**src/rtl/core_pkg.sv**
```systemverilog
// Shared writeback types: register address/data widths, source indices and the
// buffered result entry used by every per-source FIFO.
package core_pkg;

  localparam int REG_ADDR_W = 6;
  localparam int DATA_W     = 32;
  localparam int NUM_SRC    = 3;

  localparam logic [1:0] SRC_ALU = 2'd0;
  localparam logic [1:0] SRC_FPU = 2'd1;
  localparam logic [1:0] SRC_MEM = 2'd2;

  typedef struct packed {
    logic [REG_ADDR_W-1:0] addr;
    logic [DATA_W-1:0]     val;
  } wb_entry_t;

  // Cyclic successor in the ALU -> FPU -> MEM search order.
  function automatic logic [1:0] next_src(input logic [1:0] s);
    return (s == SRC_MEM) ? SRC_ALU : s + 2'd1;
  endfunction

endpackage

```
**src/rtl/wb_fifo.sv**
```systemverilog
// Per-source result FIFO. Full/empty come from the occupancy count; a push on a
// full FIFO is accepted only when a pop frees a slot in the same cycle.
module wb_fifo
  import core_pkg::*;
#(
  parameter int DEPTH = 4,
  parameter int CNT_W = 3
) (
  input  logic             clk,
  input  logic             rstn,
  input  logic             push,
  input  logic             pop,
  input  wb_entry_t        din,
  output wb_entry_t        dout,
  output logic [CNT_W-1:0] count,
  output logic             empty,
  output logic             full
);

  localparam int PTR_W = $clog2(DEPTH);

  logic [PTR_W-1:0] wr_ptr_q, wr_ptr_d;
  logic [PTR_W-1:0] rd_ptr_q, rd_ptr_d;
  logic [CNT_W-1:0] count_q, count_d;
  logic             do_push, do_pop;
  wb_entry_t        mem_q [DEPTH];

  always_comb begin
    empty    = (count_q == '0);
    full     = (count_q == CNT_W'(DEPTH));
    do_pop   = pop && !empty;
    do_push  = push && (!full || do_pop);
    wr_ptr_d = wr_ptr_q + PTR_W'(do_push);
    rd_ptr_d = rd_ptr_q + PTR_W'(do_pop);
    count_d  = count_q + CNT_W'(do_push) - CNT_W'(do_pop);
    count    = count_q;
    dout     = mem_q[rd_ptr_q];
  end

  always_ff @(posedge clk or negedge rstn) begin
    if (!rstn) begin
      wr_ptr_q <= '0;
      rd_ptr_q <= '0;
      count_q  <= '0;
    end else begin
      wr_ptr_q <= wr_ptr_d;
      rd_ptr_q <= rd_ptr_d;
      count_q  <= count_d;
    end
  end

  // Storage needs no reset: nothing is read unless count says it is valid.
  always_ff @(posedge clk) begin
    if (do_push) mem_q[wr_ptr_q] <= din;
  end

endmodule

```
**src/rtl/wb_arbiter.sv**
```systemverilog
// Writeback arbiter: three buffered producers share one register-file write port,
// granted round-robin. Optional contention counter under WB_CONFLICT_CNT_EN.
module wb_arbiter
  import core_pkg::*;
#(
  parameter int DEPTH = 4,
  parameter int CNT_W = 3
) (
  input  logic                  clk,
  input  logic                  rstn,
  input  logic [REG_ADDR_W-1:0] alu_addr,
  input  logic [DATA_W-1:0]     alu_dd_val,
  input  logic [REG_ADDR_W-1:0] fpu_addr,
  input  logic [DATA_W-1:0]     fpu_dd_val,
  input  logic [REG_ADDR_W-1:0] mem_addr,
  input  logic [DATA_W-1:0]     mem_dd_val,
  output logic                  wr_en,
  output logic [REG_ADDR_W-1:0] wr_addr,
  output logic [DATA_W-1:0]     wr_val,
  output logic                  alu_stall,
  output logic                  fpu_stall,
  output logic                  mem_stall,
`ifdef WB_CONFLICT_CNT_EN
  output logic [31:0]           wb_conflict_cnt,
`endif
  output logic                  ovf
);

  // Producer handshake: a nonzero addr is a valid result and is pushed at the
  // next edge; the producer must hold off while its stall is high, with one
  // slot of slack for a result already in its output register.
  logic [NUM_SRC-1:0] push, pop, empty, full;
  wb_entry_t          din  [NUM_SRC];
  wb_entry_t          head [NUM_SRC];
  logic [CNT_W-1:0]   cnt  [NUM_SRC];

  logic [1:0] last_grant_q, last_grant_d;
  logic       ovf_q, ovf_d;
  logic       grant_valid;
  logic [1:0] grant_idx;
  logic [1:0] cand;

  always_comb begin
    din[SRC_ALU] = '{addr: alu_addr, val: alu_dd_val};
    din[SRC_FPU] = '{addr: fpu_addr, val: fpu_dd_val};
    din[SRC_MEM] = '{addr: mem_addr, val: mem_dd_val};
    push[SRC_ALU] = (alu_addr != '0);
    push[SRC_FPU] = (fpu_addr != '0);
    push[SRC_MEM] = (mem_addr != '0);
  end

  wb_fifo #(.DEPTH(DEPTH), .CNT_W(CNT_W)) u_alu_fifo (
    .clk(clk), .rstn(rstn), .push(push[SRC_ALU]), .pop(pop[SRC_ALU]),
    .din(din[SRC_ALU]), .dout(head[SRC_ALU]), .count(cnt[SRC_ALU]),
    .empty(empty[SRC_ALU]), .full(full[SRC_ALU])
  );

  wb_fifo #(.DEPTH(DEPTH), .CNT_W(CNT_W)) u_fpu_fifo (
    .clk(clk), .rstn(rstn), .push(push[SRC_FPU]), .pop(pop[SRC_FPU]),
    .din(din[SRC_FPU]), .dout(head[SRC_FPU]), .count(cnt[SRC_FPU]),
    .empty(empty[SRC_FPU]), .full(full[SRC_FPU])
  );

  wb_fifo #(.DEPTH(DEPTH), .CNT_W(CNT_W)) u_mem_fifo (
    .clk(clk), .rstn(rstn), .push(push[SRC_MEM]), .pop(pop[SRC_MEM]),
    .din(din[SRC_MEM]), .dout(head[SRC_MEM]), .count(cnt[SRC_MEM]),
    .empty(empty[SRC_MEM]), .full(full[SRC_MEM])
  );

  // Search starts just after the last granted source.
  always_comb begin
    grant_valid = 1'b0;
    grant_idx   = SRC_ALU;
    cand        = next_src(last_grant_q);
    for (int i = 0; i < NUM_SRC; i++) begin
      if (!grant_valid && !empty[cand]) begin
        grant_valid = 1'b1;
        grant_idx   = cand;
      end
      cand = next_src(cand);
    end

    pop     = '0;
    wr_en   = grant_valid;
    wr_addr = '0;
    wr_val  = '0;
    for (int i = 0; i < NUM_SRC; i++) begin
      pop[i] = grant_valid && (grant_idx == 2'(i));
      if (pop[i]) begin
        wr_addr = head[i].addr;
        wr_val  = head[i].val;
      end
    end

    last_grant_d = grant_valid ? grant_idx : last_grant_q;
    ovf_d        = ovf_q | (|(push & full & ~pop));

    alu_stall = (cnt[SRC_ALU] >= CNT_W'(DEPTH - 1));
    fpu_stall = (cnt[SRC_FPU] >= CNT_W'(DEPTH - 1));
    mem_stall = (cnt[SRC_MEM] >= CNT_W'(DEPTH - 1));
    ovf       = ovf_q;
  end

  always_ff @(posedge clk or negedge rstn) begin
    if (!rstn) begin
      last_grant_q <= SRC_MEM;
      ovf_q        <= 1'b0;
    end else begin
      last_grant_q <= last_grant_d;
      ovf_q        <= ovf_d;
    end
  end

`ifdef WB_CONFLICT_CNT_EN
  logic [31:0] conflict_cnt_q, conflict_cnt_d;
  logic        conflict;

  // Two or more buffered sources means at least one result waited this cycle.
  always_comb begin
    conflict = (!empty[0] && !empty[1]) || (!empty[0] && !empty[2]) ||
               (!empty[1] && !empty[2]);
    conflict_cnt_d = conflict_cnt_q;
    if (conflict && (conflict_cnt_q != 32'hFFFF_FFFF)) conflict_cnt_d = conflict_cnt_q + 32'd1;
    wb_conflict_cnt = conflict_cnt_q;
  end

  always_ff @(posedge clk or negedge rstn) begin
    if (!rstn) conflict_cnt_q <= '0;
    else       conflict_cnt_q <= conflict_cnt_d;
  end
`endif

endmodule

```
**config.mk**
```make
export PLATFORM = sky130hd
export DESIGN_NAME = wb_arbiter
export DESIGN_NICKNAME = d
export VERILOG_FILES = /design/src/rtl/core_pkg.sv /design/src/rtl/wb_fifo.sv /design/src/rtl/wb_arbiter.sv
export SDC_FILE = /design/constraint.sdc
export NUM_CORES = 1
export LEC_CHECK = 0
export ABC_AREA = 1
export CORE_UTILIZATION = 30
export DETAILED_ROUTE_END_ITERATION = 8
export DONT_BUFFER_PORTS = 1
export GPL_ROUTABILITY_DRIVEN = 0
export SYNTH_ARGS = -nofsm -noshare
export SYNTH_HDL_FRONTEND = slang
export SYNTH_SLANG_ARGS = --single-unit
```
**constraint.sdc**
```tcl
create_clock -name clk -period 5.4 [get_ports clk]
set_input_delay 1.08 -clock clk [delete_from_list [all_inputs] [get_ports clk]]
set_output_delay 1.08 -clock clk [all_outputs]
set_load 0.05 [all_outputs]
```
* Word-level counts from Yosys, hierarchy flattened *
Memories as Yosys holds them, arrays and structs flattened.
Index checks and enable logic that the tools add are counted.

operators by class
  add/sub/neg operators = 15
  div/mod/pow operators = 0
  reductions and logical operators = 31
  $mul = 0
  muxes and demuxes = 27
  equality and inequality tests = 8
  shifts and indexed selects = 0
  bitwise logic cells = 4
  $lt $le $gt $ge = 6

operator list
  kind                   number
  $mux W32               3
  $mux W6                3
  $reduce_bool A6 Y1     3
  $add A2 B1 Y2          6
  $mux W1                12
  $mux W2                6
  $logic_and A1 B1 Y1    11
  $add A3 B1 Y3          3
  $eq A3 B3 Y1 const B   3
  $ge A3 B2 Y1 const B   3
  $logic_not A1 Y1       9
  $logic_not A3 Y1       3
  $lt A2 B3 Y1 const B   3
  $sub A3 B1 Y3          3
  $eq A2 B2 Y1 const B   4
  $add A2 B1 Y2 const B  3
  $and A3 B3 Y3          2
  $bmux W1 S2            3
  $logic_or A1 B1 Y1     3
  $not A3 Y3             1
  $reduce_or A3 Y1       1
  $eq A2 B1 Y1 const B   1
  $logic_not A2 Y1       1
  $or A1 B1 Y1           1

storage, ports and cells
  memory bits (writable) = 456
  memories kept = 3
  register bits = 24
  output and inout bits = 43
  bits in read-only memories = 0
  word-level logic and storage cells = 105
  bits in latches = 0

memory list
  memory            depth  width  read ports  clocked after Yosys merged registers in  write ports  line           source
  u_alu_fifo.mem_q  4      38     1           0                                        1            wb_fifo.sv:26  wb_entry_t mem_q [DEPTH];
  u_fpu_fifo.mem_q  4      38     1           0                                        1            wb_fifo.sv:26
  u_mem_fifo.mem_q  4      38     1           0                                        1            wb_fifo.sv:26

* Depth between registers and ports, before layout *
  depth in word-level cells = 19
  gate-level depth with buffers = 16

* Hierarchy *
From an unflattened synthesis, not the netlist that was laid out.

second synthesis, totals
  cell total of the unflattened synthesis = 1687
  area total of the unflattened synthesis = 20811.2 um2

modules (own cells, without submodules)
  module      cells each  times used  area an instance (um2)  sequential area each (um2)
  wb_fifo     486         3           6570.1                  4739.5
  wb_arbiter  229         1           1101.1                  76.3

* Worst setup path after synthesis *
OpenSTA, ideal clock, no wires.

  kind = register to register
  from = register last_grant_q[1]
  to = memory u_mem_fifo.mem_q[0][0] (netlist bit) (enable)
  library setup time = 0.481 ns
  stages on the path, launching flop included = 12
  clock period less this slack = 4.478 ns
  data required time = 4.919 ns
  buffers on the path = 1
  arrival = 3.998 ns
  setup slack = 0.922 ns
  path through = dfstp_2 buf_6 nor2_2 nand2_1 nand2_1 nor2_4 nand4_2 nand2_2 inv_2 nand2_1 nand2_1 nor3_1

between the ends
  longest elaborated chain between the ends = 19
  elaborated cells on any way between the ends = 33
  those cells by class = add/sub: 3; eq/ne: 4; mux: 17; reduce/logical: 9

RTL lines
  what                                                                    line               source
  start, declared                                                         wb_arbiter.sv:37   logic [1:0] last_grant_q, last_grant_d;
  start signal, assigned                                                  wb_arbiter.sv:109  last_grant_q <= last_grant_d;
  $add A2 B1 Y2 / $eq A2 B2 Y1 (equally long branches)                    core_pkg.sv:20     return (s == SRC_MEM) ? SRC_ALU : s + 2'd1;
  $mux W2 *                                                               core_pkg.sv:20
  parallel branches: the longest is 11 deep, another holds $add A2 B1 Y2  n/a
  $logic_and A1 B1 Y1 *                                                   wb_arbiter.sv:88   pop[i] = grant_valid && (grant_idx == 2'(i));
  $logic_and A1 B1 Y1 *                                                   wb_fifo.sv:31      do_pop = pop && !empty;
  $logic_or A1 B1 Y1 *                                                    wb_fifo.sv:32      do_push = push && (!full || do_pop);
  $logic_and A1 B1 Y1 *                                                   wb_fifo.sv:32
  $mux W1 *                                                               wb_fifo.sv:54      if (do_push) mem_q[wr_ptr_q] <= din;
  $mux W1 (not written as such) *                                         wb_fifo.sv:54
  end, declared                                                           wb_fifo.sv:26

Mark *: on every way between the ends. The select of a mux whose other input is x is not followed.

* Worst setup path after layout *
  from = register last_grant_q[1]
  to = output port wr_val[5]

between the ends
  longest elaborated chain between the ends = 17
  elaborated cells on any way between the ends = 35
  those cells by class = add/sub: 3; eq/ne: 5; mux: 18; reduce/logical: 9

RTL lines
  what                                                                    line              source
  $add A2 B1 Y2 / $eq A2 B2 Y1 (equally long branches)                    core_pkg.sv:20
  $mux W2 *                                                               core_pkg.sv:20
  parallel branches: the longest is 14 deep, another holds $add A2 B1 Y2  n/a
  $mux W32 *                                                              wb_arbiter.sv:89  if (pop[i]) begin
  end, declared                                                           wb_arbiter.sv:19  output logic [DATA_W-1:0] wr_val,

Marks and branches as above.

==> impl_metrics.json <==
{
  "track_usage_pct": 15.9,
  "drtIter0Drc": 1049,
  "via_per_inst": 4.88,
  "cts_made_buffers": 52,
  "netlist_top_cells_area": "edfxtp_1, o21ai_0, nor2_1",
  "path_cells": "nor2_2 > nand3_1 > nand3_2 > nand3_1 > nand2_1 > inv_1 > nand2_4 > nor2_8 > nand2_1 > nand3_1",
  "grt_pass1_vias": 10924,
  "htree_levels": 2,
  "tightestPinTransition_ns": 1.03,
  "antenna_found_initial": 1,
  "clk_path_buf_depth": 3,
  "synth-seq-area-share_pct": 75.4,
  "grt_max_degree": 80,
  "synth_top_area_share_pct": 72.2,
  "path_max_fanout": 46,
  "synth-async-reset-ratio_pct": 5.00,
  "hp-class": "in -> async",
  "port_buffers": 0,
  "final_max_slew_viol_count": 0,
  "cts-resized-gates": 0,
  "slowest_delay_ns": 0.74,
  "required_ns": 4.32,
  "synth-main-ff-cell": "edfxtp_1",
  "critPathLaunchType": "flip-flop",
  "cp_data_arrival_time_ns": 3.50,
  "syn_avg_cell_area_sq_um": 13.1,
  "final.period_utilization_pct": 84.8,
  "core_area_sq_um": 62100,
  "drtPass1Iterations": 5,
  "max_freq_ghz": 0.218,
  "initial_core_util_pct": 30.6,
  "cts.sink_count": 480,
  "dp_hpwl_um": 33000,
  "vias": 11356,
  "critical_path_class": "reg -> out",
  "hold_viol": 0,
  "routed_wl_um": 51400,
  "cts_tree": "done",
  "cts_root_buf": "clkbuf_16",
  "synth_area_sq_um": 19000,
  "fin_hold_ws_ns": 0.178,
  "ant_nets": 0,
  "critPathCaptureType": "output port",
  "fin_crit_ns": 4.58,
  "area_growth_pct": 14.3,
  "cap_violations": 0,
  "synth_cells": 1452,
  "cts_setup_buffers": 0,
  "syn_nets": 1583,
  "die_y_um": 253,
  "r2r_end": "u_alu_fifo.count[2]",
  "layout.nets": 1578,
  "ff2ff_path_depth": 14,
  "synth.largest_area_cell": "edfxtp_1",
  "synth_edf_count": 456,
  "die-area_sq_um": 64200,
  "synth_cell_type_count": 34,
  "drc": 0,
  "critPathMostFrequentCell": "nand3_1",
  "cp_num_cells": 10,
  "n_fill_cell": 5927,
  "path_clk_slew_ns": 0.06,
  "rrSetupSlack_ns": 1.80,
  "setup_violations": 0,
  "clock_skew_ns": 0.0254,
  "tns_ns": 0,
  "grt_overflow_total": 0,
  "rows": 91,
  "avgRoutedWirePerCell_um": 22.1,
  "chipWidth_um": 253,
  "yosysWarnings": 0,
  "drive_above_1_share_pct": 9.80,
  "rsz0062_at_grt": "no",
  "finalWorstSetupSlack_ns": 0.823,
  "slew_headroom_pct": 31.4,
  "ios": 159,
  "critPathBufInv": 1,
  "fin_util_pct": 34.9,
  "clkLatencyLatePin_ns": 0.60,
  "ctsHoldBuffers": 0,
  "grt_pass1_wl_um": 73600,
  "preCtsSetupSlack_ns": 1.41,
  "worst_r2r_startpoint": "last_grant_q[1]",
  "status": "complete, no violations",
  "synth-seq-cells": 480,
  "critPathTopFamily": "simple AND/OR/NAND/NOR gates",
  "crit_slowest_cell": "nor2_8"
}
[cell type report]
cell class	instances	area, sq um	share of cell area [%]
repair buffers	28	210	0.970
well taps	837	1050	4.83
flip-flops and latches	480	14300	66.0
clock inverters	36	409	1.89
clock buffers	61	1350	6.21
diodes	1	2.50	0.0115
inverters	42	158	0.727
multi-input cells	843	4200	19.4
[kinds of logic (layout without fill, tap and decap cells)]
family,Yosys count,in the layout,synth area share (%)
DFF,480,480,75.4
and+or+nand+nor,469,469,10.2
AOI/OAI and AO/OA,349,349,10.0
buffers and inverters,129,167,2.87
adders and majority gates,15,15,1.11
xor gates and xnor gates,10,10,0.462
other,0,1,0
[placed cells by master (no fill, tap or decap), drive strengths merged, types with 2 or more instances in the layout]
master    Yosys  layout
edfxtp      456     456
nor2        251     251
o21ai       232     232
nand2       157     157
o22ai       114     114
clkbuf       70      61
nand3        50      50
inv          42      45
buf          17      28
dfrtp        23      23
clkinv        0      20
ha           12      12
xor2          9       9
bufinv        0       8
nor3          6       6
clkinvlp      0       5
fa            3       3
nor4          2       2
o21bai        2       2
nand4         2       2
[routing by layer]
layer,up-vias,routed length (um),GRT usage [%]
li1,5291,-,-
met1,5628,21600,20.4
met2,362,23800,24.9
met3,75,4780,5.80
met4,0,1120,4.55
met5,-,0,0
[stage by stage]
step | area, sq um | instances
4_1_cts | 21700 | 2327
3_3_place_gp | 19900 | 2230
2_1_floorplan | 19000 | 1452
6_report | 21700 | 2328
3_5_place_dp | 19900 | 2230
5_1_grt | 21700 | 2327
[worst reg2reg max path, stage by stage (launching register included)]
cell,delay (ns)
dfstp_2,0.64
nor2_2,0.09
nand3_1,0.10
nand3_2,0.13
nand3_1,0.11
nand2_1,0.05
inv_1,0.08
nand2_4,0.35
nor2_8,0.74
ha_1,0.38
inv_1,0.06
ha_1,0.14
inv_1,0.06
fa_1,0.40
xnor2_1,0.19
[how the worst max path moves through the flow]
stage	startpoint	end	slack (ns)
6_report	last_grant_q[1]	wr_val[5]	0.82
5_1_grt	last_grant_q[1]	wr_val[7]	0.51
4_1_cts	last_grant_q[1]	wr_val[13]	0.74
3_5_place_dp	last_grant_q[1]	wr_val[13]	1.41
3_3_place_gp	last_grant_q[1]	wr_val[26]	1.45
2_1_floorplan	last_grant_q[1]	u_mem_fifo.mem_q[0][0]	0.92
[cells in the mapped netlist (2+ instances only)]
cell type,instances
nor3_1,6
o22ai_1,114
inv_2,2
o21ai_1,12
ha_1,12
fa_1,3
o21bai_1,2
clkbuf_1,70
o21ai_0,220
nor4_1,2
nand3_1,46
nand2_2,2
xor2_1,9
dfrtp_1,23
nand3_2,3
nor2_2,6
buf_2,9
edfxtp_1,456
nand2_1,154
buf_6,6
inv_1,40
nor2_1,243
[registers in the layout (all words and copies together), names as in the netlist, 2 cells and up]
signal and cells:
last_grant_q 2, u_alu_fifo.count 3, u_alu_fifo.mem_q 152, u_alu_fifo.rd_ptr_q 2, u_alu_fifo.wr_ptr_q 2, u_fpu_fifo.count 3
u_fpu_fifo.mem_q 152, u_fpu_fifo.rd_ptr_q 2, u_fpu_fifo.wr_ptr_q 2, u_mem_fifo.count 3, u_mem_fifo.mem_q 152, u_mem_fifo.rd_ptr_q 2
u_mem_fifo.wr_ptr_q 2
Power is left out: the tool's default activity adds up to more than one toggle a clock period on the data nets, which glitch-free logic cannot reach.
